## src/rtl/turbo_pkg.sv

```systemverilog
// Constants and FSM encoding shared by the CRC24 attach block and the turbo interleaver.
package turbo_pkg;

    localparam logic [23:0] POLY      = 24'h800063;
    localparam int          PAY_SMALL = 129;
    localparam int          PAY_LARGE = 765;

    typedef enum logic [2:0] {
        IDLE    = 3'd0,
        PAYLOAD = 3'd1,
        CRC0    = 3'd2,
        CRC1    = 3'd3,
        CRC2    = 3'd4
    } state_t;

endpackage

```

## src/rtl/crc24_byte.sv

```systemverilog
// Combinational CRC24 advance by one byte, MSB first, no reflection.
module crc24_byte #(
    parameter logic [23:0] POLY = 24'h800063
) (
    input  logic [23:0] crc_in,
    input  logic [7:0]  byte_in,
    output logic [23:0] crc_out
);

    logic [23:0] c;
    logic        fb;

    always_comb begin
        c  = crc_in;
        fb = 1'b0;
        for (int i = 7; i >= 0; i--) begin
            fb = c[23] ^ byte_in[i];
            c  = {c[22:0], 1'b0} ^ (fb ? POLY : 24'h000000);
        end
        crc_out = c;
    end

endmodule

```

## src/rtl/crc24_attach.sv

```systemverilog
// Passes a payload block through with one cycle latency and appends its 3-byte CRC24.
// in_ready follows ds_ready only between blocks; once started a block runs to completion.
module crc24_attach #(
    parameter logic [23:0] POLY      = turbo_pkg::POLY,
    parameter int          PAY_SMALL = turbo_pkg::PAY_SMALL,
    parameter int          PAY_LARGE = turbo_pkg::PAY_LARGE
) (
    input  logic       clk,
    input  logic       reset,
    input  logic [7:0] data_in,
    input  logic       in_valid,
    input  logic       in_start,
    input  logic       in_blocksize,
    output logic       in_ready,
    input  logic       ds_ready,
    output logic [7:0] data_out,
    output logic       out_valid,
    output logic       CRC_start,
    output logic       CRC_blocksize,
    output logic       CRC_end,
    output logic       err
);

    import turbo_pkg::*;

    localparam logic [9:0] LIM_SMALL = 10'(PAY_SMALL);
    localparam logic [9:0] LIM_LARGE = 10'(PAY_LARGE);

    state_t      state;
    logic [9:0]  cnt;
    logic [9:0]  cnt_inc;
    logic [9:0]  limit;
    logic [23:0] crc;
    logic [23:0] crc_seed;
    logic [23:0] crc_nxt;
    logic        xfer;

    assign in_ready = (state == IDLE) ? ds_ready : (state == PAYLOAD);
    assign xfer     = in_valid & in_ready;
    assign cnt_inc  = cnt + 10'd1;
    // CRC_blocksize doubles as the latched size for the whole block
    assign limit    = CRC_blocksize ? LIM_LARGE : LIM_SMALL;
    assign crc_seed = (state == IDLE) ? 24'h000000 : crc;

    crc24_byte #(.POLY(POLY)) u_crc24_byte (
        .crc_in  (crc_seed),
        .byte_in (data_in),
        .crc_out (crc_nxt)
    );

    always_ff @(posedge clk or negedge reset) begin
        if (!reset) begin
            state         <= IDLE;
            cnt           <= 10'd0;
            crc           <= 24'h000000;
            data_out      <= 8'h00;
            out_valid     <= 1'b0;
            CRC_start     <= 1'b0;
            CRC_blocksize <= 1'b0;
            CRC_end       <= 1'b0;
            err           <= 1'b0;
        end else begin
            out_valid <= 1'b0;
            CRC_start <= 1'b0;
            CRC_end   <= 1'b0;
            err       <= 1'b0;
            case (state)
                IDLE: begin
                    if (xfer) begin
                        if (in_start) begin
                            CRC_blocksize <= in_blocksize;
                            cnt           <= 10'd1;
                            crc           <= crc_nxt;
                            data_out      <= data_in;
                            out_valid     <= 1'b1;
                            CRC_start     <= 1'b1;
                            state         <= PAYLOAD;
                        end else begin
                            err <= 1'b1;
                        end
                    end
                end
                PAYLOAD: begin
                    if (xfer) begin
                        cnt       <= cnt_inc;
                        crc       <= crc_nxt;
                        data_out  <= data_in;
                        out_valid <= 1'b1;
                        err       <= in_start;
                        if (cnt_inc == limit) begin
                            state <= CRC0;
                        end
                    end
                end
                CRC0: begin
                    data_out  <= crc[23:16];
                    out_valid <= 1'b1;
                    state     <= CRC1;
                end
                CRC1: begin
                    data_out  <= crc[15:8];
                    out_valid <= 1'b1;
                    state     <= CRC2;
                end
                CRC2: begin
                    data_out  <= crc[7:0];
                    out_valid <= 1'b1;
                    CRC_end   <= 1'b1;
                    state     <= IDLE;
                end
                default: state <= IDLE;
            endcase
        end
    end

endmodule

```

## config.mk

```make
export PLATFORM = sky130hd
export DESIGN_NAME = crc24_attach
export DESIGN_NICKNAME = d
export VERILOG_FILES = /design/src/rtl/turbo_pkg.sv /design/src/rtl/crc24_byte.sv /design/src/rtl/crc24_attach.sv
export SDC_FILE = /design/constraint.sdc
export NUM_CORES = 1
export LEC_CHECK = 0
export BUFFER_PORTS_ARGS = -buffer_cell sky130_fd_sc_hd__buf_2
export CORE_MARGIN = 4
export CORE_UTILIZATION = 39
export DETAILED_ROUTE_END_ITERATION = 10
export PLACE_DENSITY = 0.63
export SYNTH_ARGS = -nofsm -noshare
export SYNTH_HDL_FRONTEND = slang
export SYNTH_HIERARCHICAL = 1
export SYNTH_SLANG_ARGS = --single-unit
```

## constraint.sdc

```tcl
create_clock -name clk -period 3.1 [get_ports clk]
set_input_delay 0.62 -clock clk [delete_from_list [all_inputs] [get_ports clk]]
set_output_delay 0.62 -clock clk [all_outputs]
set_load 0.01 [all_outputs]
```

* Word-level counts from Yosys, hierarchy flattened
Cells that the tools add are included.
Word-level totals: bits in registers 50, latch bits 0, RAM bits 0, ROM bits 0, input bits 14, output and inout bits 14, logic and storage cells 82, memories kept 0
Cells by class: add/subtract/negate cells 1, multiply operators 0, div/mod/pow operators 0, $lt $le $gt $ge 0, equal/unequal tests 9, shift-type cells 0, muxes and demuxes 38, bitwise gates (word level) 17, reductions and logical operators 8
Operators with widths (number):
- two-way mux 24 bit | 12
- bitwise XOR 24 bit | 8
- case mux 24 bit (2 select lines) | 1
- two-way mux 10 bit | 4
- case mux 8 bit (5 select lines) | 1
- two-way mux 8 bit | 3
- case mux 10 bit (2 select lines) | 1
- two-way mux 3 bit | 4
- case mux 3 bit (4 select lines) | 1
- AND reduction 4 bit | 3
- adder 10 x 1 -> 10 bit (second input constant) | 1
- == test 10 bit | 1
- two-way mux 1 bit | 9
- bitwise XOR 1 bit | 8
- == test 3 x 2 -> 1 bit (second input constant) | 2
- inequality test 2 bit (second input constant) | 3
- nonzero test 5 bit | 1
- == test 3 x 1 -> 1 bit (second input constant) | 1
- == test 3 bit (second input constant) | 1
- logical NOT 3 bit | 1
- case mux 1 bit (3 select lines) | 1
- AND reduction 3 bit | 1
- OR reduction 3 bit | 1
- inequality test 2 x 1 -> 1 bit (second input constant) | 1
- other kinds (3) | 3

* Logic depth before layout (Yosys ltp)
Gate-level depths: netlist of the first run.
word-level depth 29, gate-level depth with buffers 11, gate-level depth less buffers 8

* Hierarchy
Netlist of the first run, hierarchy kept.
Modules (own cells, without submodules):
- crc24_attach | instances 1, cells an instance 316, area an instance 2682.6 µm², seq. area each 1251.2 µm²
- crc24_byte | instances 1, cells an instance 35, area an instance 355.3 µm², seq. area each 0.0 µm²

* Worst setup path before layout of the first run
OpenSTA, ideal clock, no wires.
path kind register to register, from register state[2], to register crc[0], setup time 0.116 ns, arrival time 2.621 ns, required time 2.984 ns, path slack 0.362 ns, stages on the path, launching flop included 12, path buffers 3, clock period less this slack 2.738 ns, cell sequence dfrtp_1 -> clkbuf_1 -> nor3_1 -> clkbuf_1 -> nor2b_1 -> xor2_2 -> xnor3_1 -> xnor3_2 -> xor2_1 -> buf_4 -> nand2_1 -> nand2_1
On the way: elaborated cells on any way between the ends 38, those cells by class eq/ne (4); mux (14); bitwise (17); reduce/logical (3)
RTL lines:
- start: declaration | line crc24_attach.sv:29 | state_t state;
- start signal: assignment | line crc24_attach.sv:53 | state <= IDLE;
- start signal: assignment | line crc24_attach.sv:77 | state <= PAYLOAD;
- start signal: assignment | line crc24_attach.sv:91 | state <= CRC0;
- logical NOT 3 bit (*) | line crc24_attach.sv:43 | assign crc_seed = (state == IDLE) ? 24'h000000 : crc;
- two-way mux 24 bit (*) | line crc24_attach.sv:43
- via crc_seed[22] | line crc24_attach.sv:34 | logic [23:0] crc_seed;
- bitwise XOR 24 bit (*) | line crc24_byte.sv:18 | c = {c[22:0], 1'b0} ^ (fb ? POLY : 24'h000000);
- bitwise XOR 1 bit (*) | line crc24_byte.sv:17 | fb = c[23] ^ byte_in[i];
- two-way mux 24 bit (*) | line crc24_byte.sv:18
- bitwise XOR 24 bit (*) | line crc24_byte.sv:18
- bitwise XOR 1 bit (*) | line crc24_byte.sv:17
- [14 not listed]
- bitwise XOR 1 bit (*) | line crc24_byte.sv:17
- via u_crc24_byte.fb | line crc24_byte.sv:11 | logic fb;
- two-way mux 24 bit (*) | line crc24_byte.sv:18
- bitwise XOR 24 bit (*) | line crc24_byte.sv:18
- via crc_nxt[0] | line crc24_attach.sv:35 | logic [23:0] crc_nxt;
- two-way mux 24 bit | line crc24_attach.sv:70 | if (in_start) begin
- two-way mux 24 bit | line crc24_attach.sv:69 | if (xfer) begin
- case mux 24 bit (2 select lines) (*) | line crc24_attach.sv:67 | case (state)
- end signal: assignment | line crc24_attach.sv:73 | crc <= crc_nxt;
- end signal: assignment | line crc24_attach.sv:86 | crc <= crc_nxt;
- end: declaration | line crc24_attach.sv:33 | logic [23:0] crc;
The timed path passes the listed nets; every way through them passes the cells marked *. The select of a mux whose other input is x is not followed. A chain may end at the register's enable or synchronous reset.

* Worst setup path after layout of the first run
from register state[2], to register crc[23]
On the way: elaborated cells on any way between the ends 38, those cells by class eq/ne (4); mux (14); bitwise (17); reduce/logical (3)
RTL lines (line):
- logical NOT 3 bit (*) | crc24_attach.sv:43
- two-way mux 24 bit (*) | crc24_attach.sv:43
- via crc_seed[22] | crc24_attach.sv:34
- bitwise XOR 24 bit (*) | crc24_byte.sv:18
- bitwise XOR 1 bit (*) | crc24_byte.sv:17
- two-way mux 24 bit (*) | crc24_byte.sv:18
- bitwise XOR 24 bit (*) | crc24_byte.sv:18
- bitwise XOR 1 bit (*) | crc24_byte.sv:17
- [13 not listed]
- bitwise XOR 24 bit (*) | crc24_byte.sv:18
- bitwise XOR 1 bit (*) | crc24_byte.sv:17
- two-way mux 24 bit (*) | crc24_byte.sv:18
- bitwise XOR 24 bit (*) | crc24_byte.sv:18
- via crc_nxt[23] | crc24_attach.sv:35
- two-way mux 24 bit | crc24_attach.sv:70
- two-way mux 24 bit | crc24_attach.sv:69
- case mux 24 bit (2 select lines) (*) | crc24_attach.sv:67
Marks and branches as above.

==> metrics.txt, run 1 <==
status=finished, final reports clean; PwrDens=757 nW/µm²; layout cells sized above 1=0.156; DP Area=3160 µm²; area of the core=7410 µm²; CTS root buffer=clkbuf_8; clock latency on the worst-skew pair=0.31 ns; commonest non-fill, non-tap cell in the layout=nand2_1; Max FO, Critical Path=24; Final Critical Period=2.48 ns; IO Pins=28; area growth from synthesis to layout=7.58%; cts hold-fix bufs=0; synthesized cell area=3040 µm²; CTS Buf Count=5; LEAKAGE=1.62 nW; Final period util=0.802; largest net degree at the start of global routing=35; post-CTS sizing=0; Avg WL per Cell=14.5 µm; antenna-violating nets left=0; layout net count=375; final hold vios=0; leading area contributor after synthesis=dfrtp_1; Vias=2358; CP Launch Point=state[2]$_DFFE_PN0P_; initial antenna violation count=0; Yosys reg bits=50; DR iter-0 viols=197; most frequent cells in the layout=101 x nand2_1, 50 x dfrtp_1, 27 x buf_2, 25 x nor2b_1, 18 x o21ai_0; Die Span Y=96.3 µm; top-area cell type share of the netlist area=0.412; Crit. End Element=register; Area contributors post-synth=dfrtp_1 41%, nand2_1 12%, nor2b_1 5.1%, o21ai_0 3.0%, xnor2_1 2.9%; Critical Path RT=3.31 ns; number of distinct library cells after synthesis=52; DR DRC count=0; Tightest Pin Transition=0.726 ns; Max Cap Violations=0; Antenna diodes=0; Die ar.=9270 µm²; Synth Area per Inst=8.66 µm²; clock slew at reported path FFs=0.09 ns; IO Port Bufs=27; final wirelength=6.64 mm; CTS tree=built; first-pass GRT wire length=11.4 mm; Synth Warn #=6; Initial Util=0.410; GR Overflow Total=0; startpoint types=register; post-detail-place hpwl=4.76 mm; fin area=3270 µm²; Row Count=31; post-CTS setup buffers=0; Setup-failing EPs final=0; Clock Tree Buf Depth=2; gr usage total=0.159; Initial DRT Pass Iterations=4; Max Slew Vio Count=0; Worst EP arrival=2.69 ns; Max Clk Rate=0.402 GHz; vias per cell=5.14; Hold Path Class=in -> async; die width=96.3 µm; final clock skew=0.00986 ns; Mapped Cells=351; Max VDD drop=0.339 mV; RSZ-0062 raised after global routing=false; setup TNS=0 ns; Seq/Total Area, Yosys=0.412; number of global-route vias before repair=2234; Crit Path Category=reg -> reg; Post-Syn Nets=367; Clock Sinks=50; Max-Slew Margin vs Limit=0.516; GP Congestion=0.836; H-tree levels=2; Worst R2R Start=state[2]$_DFFE_PN0P_
where the power goes:
group,switching (mW),internal (mW)
Combinational,0.501,0.526
Sequential,0.193,0.829
Clock,0.220,0.205
critical path, cell delays in order (launching register included):
cell and delay [ns]:
dfrtp_1 0.48, nor3_2 0.19, buf_4 0.28, nor2b_1 0.12
xor2_2 0.26, xnor3_1 0.44, xnor3_2 0.27, xor3_1 0.22
nand2_1 0.07, nand2_1 0.04
state kept, by name (all words and copies together), names as in the netlist:
| signal | flops |
|---|---|
| err | 1 |
| data_out | 8 |
| cnt | 10 |
| crc | 24 |
| CRC_start | 1 |
| out_valid | 1 |
| CRC_end | 1 |
| state | 3 |
| CRC_blocksize | 1 |
cells in the mapped netlist (all sizes together):
library cell  count
o311a             1
o21a              2
a22o              1
nand4             3
inv              10
dfrtp            50
nor4bb            1
xnor2            12
ha                2
mux2i             8
or4               1
nor3              6
mux2              1
nand2           101
a21o              3
o311ai            2
a221oi            2
o221ai            8
a31oi             3
xnor3             2
clkbuf           10
nand3             8
o21ai            18
or2               1
nor4              2
and4              2
and3              3
buf              22
nor2b            25
or3               2
xor2              7
o31ai             1
a21oi            10
xor3              1
a21boi            1
nor2             14
a32o              2
and2              1
o32ai             1
clkinv            1
path summary, 6_finish.rpt:
path / end / slack [ns] / cells after the start
max: crc[23]$_DFFE_PN0P_ / 0.62 / 9
min: CRC_blocksize$_DFFE_PN0P_ / 0.21 / 1
max reg2reg: crc[23]$_DFFE_PN0P_ / 0.62 / 9
min reg2reg: data_out[5]$_DFFE_PN0P_ / 0.48 / 2
max in group asynchronous: data_out[0]$_DFFE_PN0P_ / 2.10 / 2
min in group clk: data_out[5]$_DFFE_PN0P_ / 0.48 / 2
cell families (layout without fill, tap and decap cells):
family | Yosys count | after routing | share of synthesized area
xor+xnor | 22 | 22 | 0.0902
fa+ha+maj | 2 | 2 | 0.00824
mux | 9 | 9 | 0.0301
buf+inv | 43 | 52 | 0.0741
flops | 50 | 50 | 0.412
simple gates | 170 | 170 | 0.257
compound gates | 55 | 55 | 0.129
layout make-up:
| class | count | area (µm²) |
|---|---|---|
| tap | 99 | 124 |
| multi-input combinational | 258 | 1570 |
| clock buffer | 7 | 96.3 |
| timing repair buffer | 33 | 180 |
| fill | 739 | 4140 |
| sequential | 50 | 1250 |
| clock inverter | 1 | 8.76 |
| inverter | 11 | 41.3 |
through the flow:
step | util | std cells | hold slack [ns] | total power, mW | setup WS [ns]
final | 0.441 | 459 | 0.209 | 2.47 | 0.615
after global routing | 0.441 | 459 | 0.232 | 2.66 | 0.448
after CTS | 0.441 | 459 | 0.213 | 2.48 | 0.614
after detailed placement | 0.427 | 451 | 0.467 | 2.05 | 0.643
after global placement | 0.427 | 451 | 0.459 | 2.03 | 0.688
after floorplan | - | 351 | 0.324 | 1.99 | 0.362
routing by layer:
layer,vias up,part of all wire,global-route usage
li1,1180,-,-
met1,1123,0.51,0.240
met2,48,0.43,0.233
met3,7,0.049,0.0242
met4,0,0.013,0.0462
met5,-,0,0
Power figures use the tool's default switching activity.
==> run 2: changes to the inputs <==
- clock period: 3.1 -> 2.4 ns (I/O delays scaled with it)
==> run 2 against run 1 <==
Net effect: die area stayed put; clock skew up 0.0028 ns; routed wire length barely moved; critical path type unchanged; critical endpoint unchanged; utilization up 1.1 points; flip-flop and latch count unchanged; combinational power up 30%; non-clock buffer count rose by 8; clock-buffer cell count down 2; clock power grew 21%; global-route usage is 0.13 points lower; fmax is 13% higher.
==> metrics.txt, run 2 (synthesis gave the netlist of run 1 again) <==
DR iter-0 viols=123 (-38%); Clock Tree Buf Depth=2 (unchanged); gr usage total=0.157 (-0.00135); Crit Path Category=reg -> reg; initial antenna violation count=0 (unchanged); Largest regs=crc (24), cnt (10), data_out (8); clock slew at reported path FFs=0.10 ns (about the same); CTS Buf Count=5 (unchanged); Clock Sinks=50 (unchanged); CP peak stage delay=0.44 ns (-0.04 ns); IO Pins=28 (unchanged); Initial Util=0.410 (unchanged); delay-heaviest family, CP=XOR/XNOR gates; startpoint types=register; Row Count=31 (unchanged); Max Cap Violations=0 (unchanged); Crit. End Element=register; Final Critical Period=2.20 ns (-0.289 ns); final wirelength=6.65 mm (about the same); Die Span Y=96.3 µm (unchanged); LEAKAGE=1.65 nW (+2.1%); cts hold-fix bufs=0 (unchanged); IO Port Bufs=27 (unchanged); largest net degree at the start of global routing=32 (-8.6%); final hold vios=0 (unchanged); first-pass GRT wire length=11.2 mm (-1.9%); CTS tree=built; Max-Slew Margin vs Limit=0.474 (-0.0421); clock latency on the worst-skew pair=0.31 ns (about the same); most repeated library cell on the critical path=nand2_1; status=finished, final reports clean; Largest register FFs=24 (unchanged); post-detail-place hpwl=4.80 mm (+0.73%); Max Clk Rate=0.455 GHz (+13%); Hold Path Class=in -> async; crit-path cells=nor3_4 -> buf_12 -> nor2b_1 -> xor2_2 -> xnor3_1 -> xnor3_2 -> xor3_1 -> nand2_1 -> nand2_1; Max Slew Vio Count=0 (unchanged); dpl ws=0.0670 ns (-0.576 ns); Worst EP arrival=2.41 ns (-0.28 ns); GP Congestion=0.829 (-0.77%); Avg WL per Cell=14.2 µm (-1.6%); die width=96.3 µm (unchanged); antenna-violating nets left=0 (unchanged); commonest non-fill, non-tap cell in the layout=nand2_1; PwrDens=944 nW/µm² (+25%); Antenna diodes=0 (unchanged); Vias=2366 (+0.34%); Critical Path RT=2.62 ns (-0.69 ns); number of global-route vias before repair=2236 (+0.090%); Setup-failing EPs final=0 (unchanged); vias per cell=5.07 (-1.4%); final clock skew=0.0127 ns (+0.00283 ns); layout cells sized above 1=0.174 (+0.0184); CTS root buffer=clkbuf_8; Tightest Pin Transition=0.788 ns (+0.0616 ns); final worst slack=0.204 ns (-0.411 ns); GR Overflow Total=0 (unchanged); Biggest register=crc; Die ar.=9270 µm² (unchanged); most frequent cells in the layout=101 x nand2_1, 50 x dfrtp_1, 27 x buf_2, 25 x nor2b_1, 18 x o21ai_0; setup TNS=0 ns (unchanged); DR DRC count=0 (unchanged); H-tree levels=2 (unchanged); Final period util=0.915 (+0.113); RSZ-0062 raised after global routing=false; layout net count=383 (+2.1%); area of the core=7410 µm² (unchanged); Max VDD drop=0.388 mV (+14%); Initial DRT Pass Iterations=4 (unchanged); WP buf/inv=1 (unchanged); area growth from synthesis to layout=10.2%; Crit-path slowest cell=xnor3_1; Max FO, Critical Path=10 (-58%)
## run 2: cell count changes in the layout (fill, tap and decap cells not counted), moves of 2 or more
| cell | before | now |
|---|---|---|
| buf_4 | 6 | 12 |
| buf_12 | 0 | 2 |
| clkbuf_8 | 7 | 5 |
| clkinvlp_4 | 0 | 2 |
## run 2: metrics by stage
stage	instance area [µm²]	power [mW]	hold slack [ns]	utilization	std cells
finish	3350	3.16	0.186	0.452	467
global route	3350	3.43	0.221	0.452	467
CTS	3330	3.18	0.192	0.449	466
detailed placement	3230	2.66	0.467	0.437	458
global placement	3230	2.65	0.460	0.437	458
floorplan	3050	2.58	0.184	-	351
## run 2: final timing paths
check / slack (ns) / startpoint / end / depth (start not counted)
setup / recovery: 0.20 / state[1]$_DFFE_PN0P_ / crc[23]$_DFFE_PN0P_ / 9
hold reg to reg: 0.48 / data_out[3]$_DFFE_PN0P_ / data_out[3]$_DFFE_PN0P_ / 2
max in group asynchronous: 1.64 / reset / cnt[2]$_DFFE_PN0P_ / 2
min in group clk: 0.39 / in_blocksize / CRC_blocksize$_DFFE_PN0P_ / 2
hold / removal: 0.19 / reset / CRC_blocksize$_DFFE_PN0P_ / 1
setup reg to reg: 0.20 / state[1]$_DFFE_PN0P_ / crc[23]$_DFFE_PN0P_ / 9
## run 2: area by class of cell
cell class                 instances  area [µm²]
multi-input combinational        258        1570
timing repair buffer              41         265
fill                             763        4060
clock buffer                       5        68.8
inverter                          11        41.3
sequential                        50        1250
tap                               99         124
clock inverter                     3        23.8
## run 2: where the power goes
group          switching, mW  internal, mW  total [mW]
sequential             0.237          1.07        1.31
clock                  0.305         0.209       0.514
combinational          0.639         0.700        1.34
## run 2: repair_timing
action / in CTS / in global routing
endpoints found under the setup margin: 0 / 2
setup buffers: 0 / 1
gates resized for setup: 0 / 0
## run 2: layer usage
layer	track usage	share of wire
met4	0.0498	0.014
met3	0.0289	0.045
met5	0	0
met1	0.242	0.52
met2	0.220	0.42
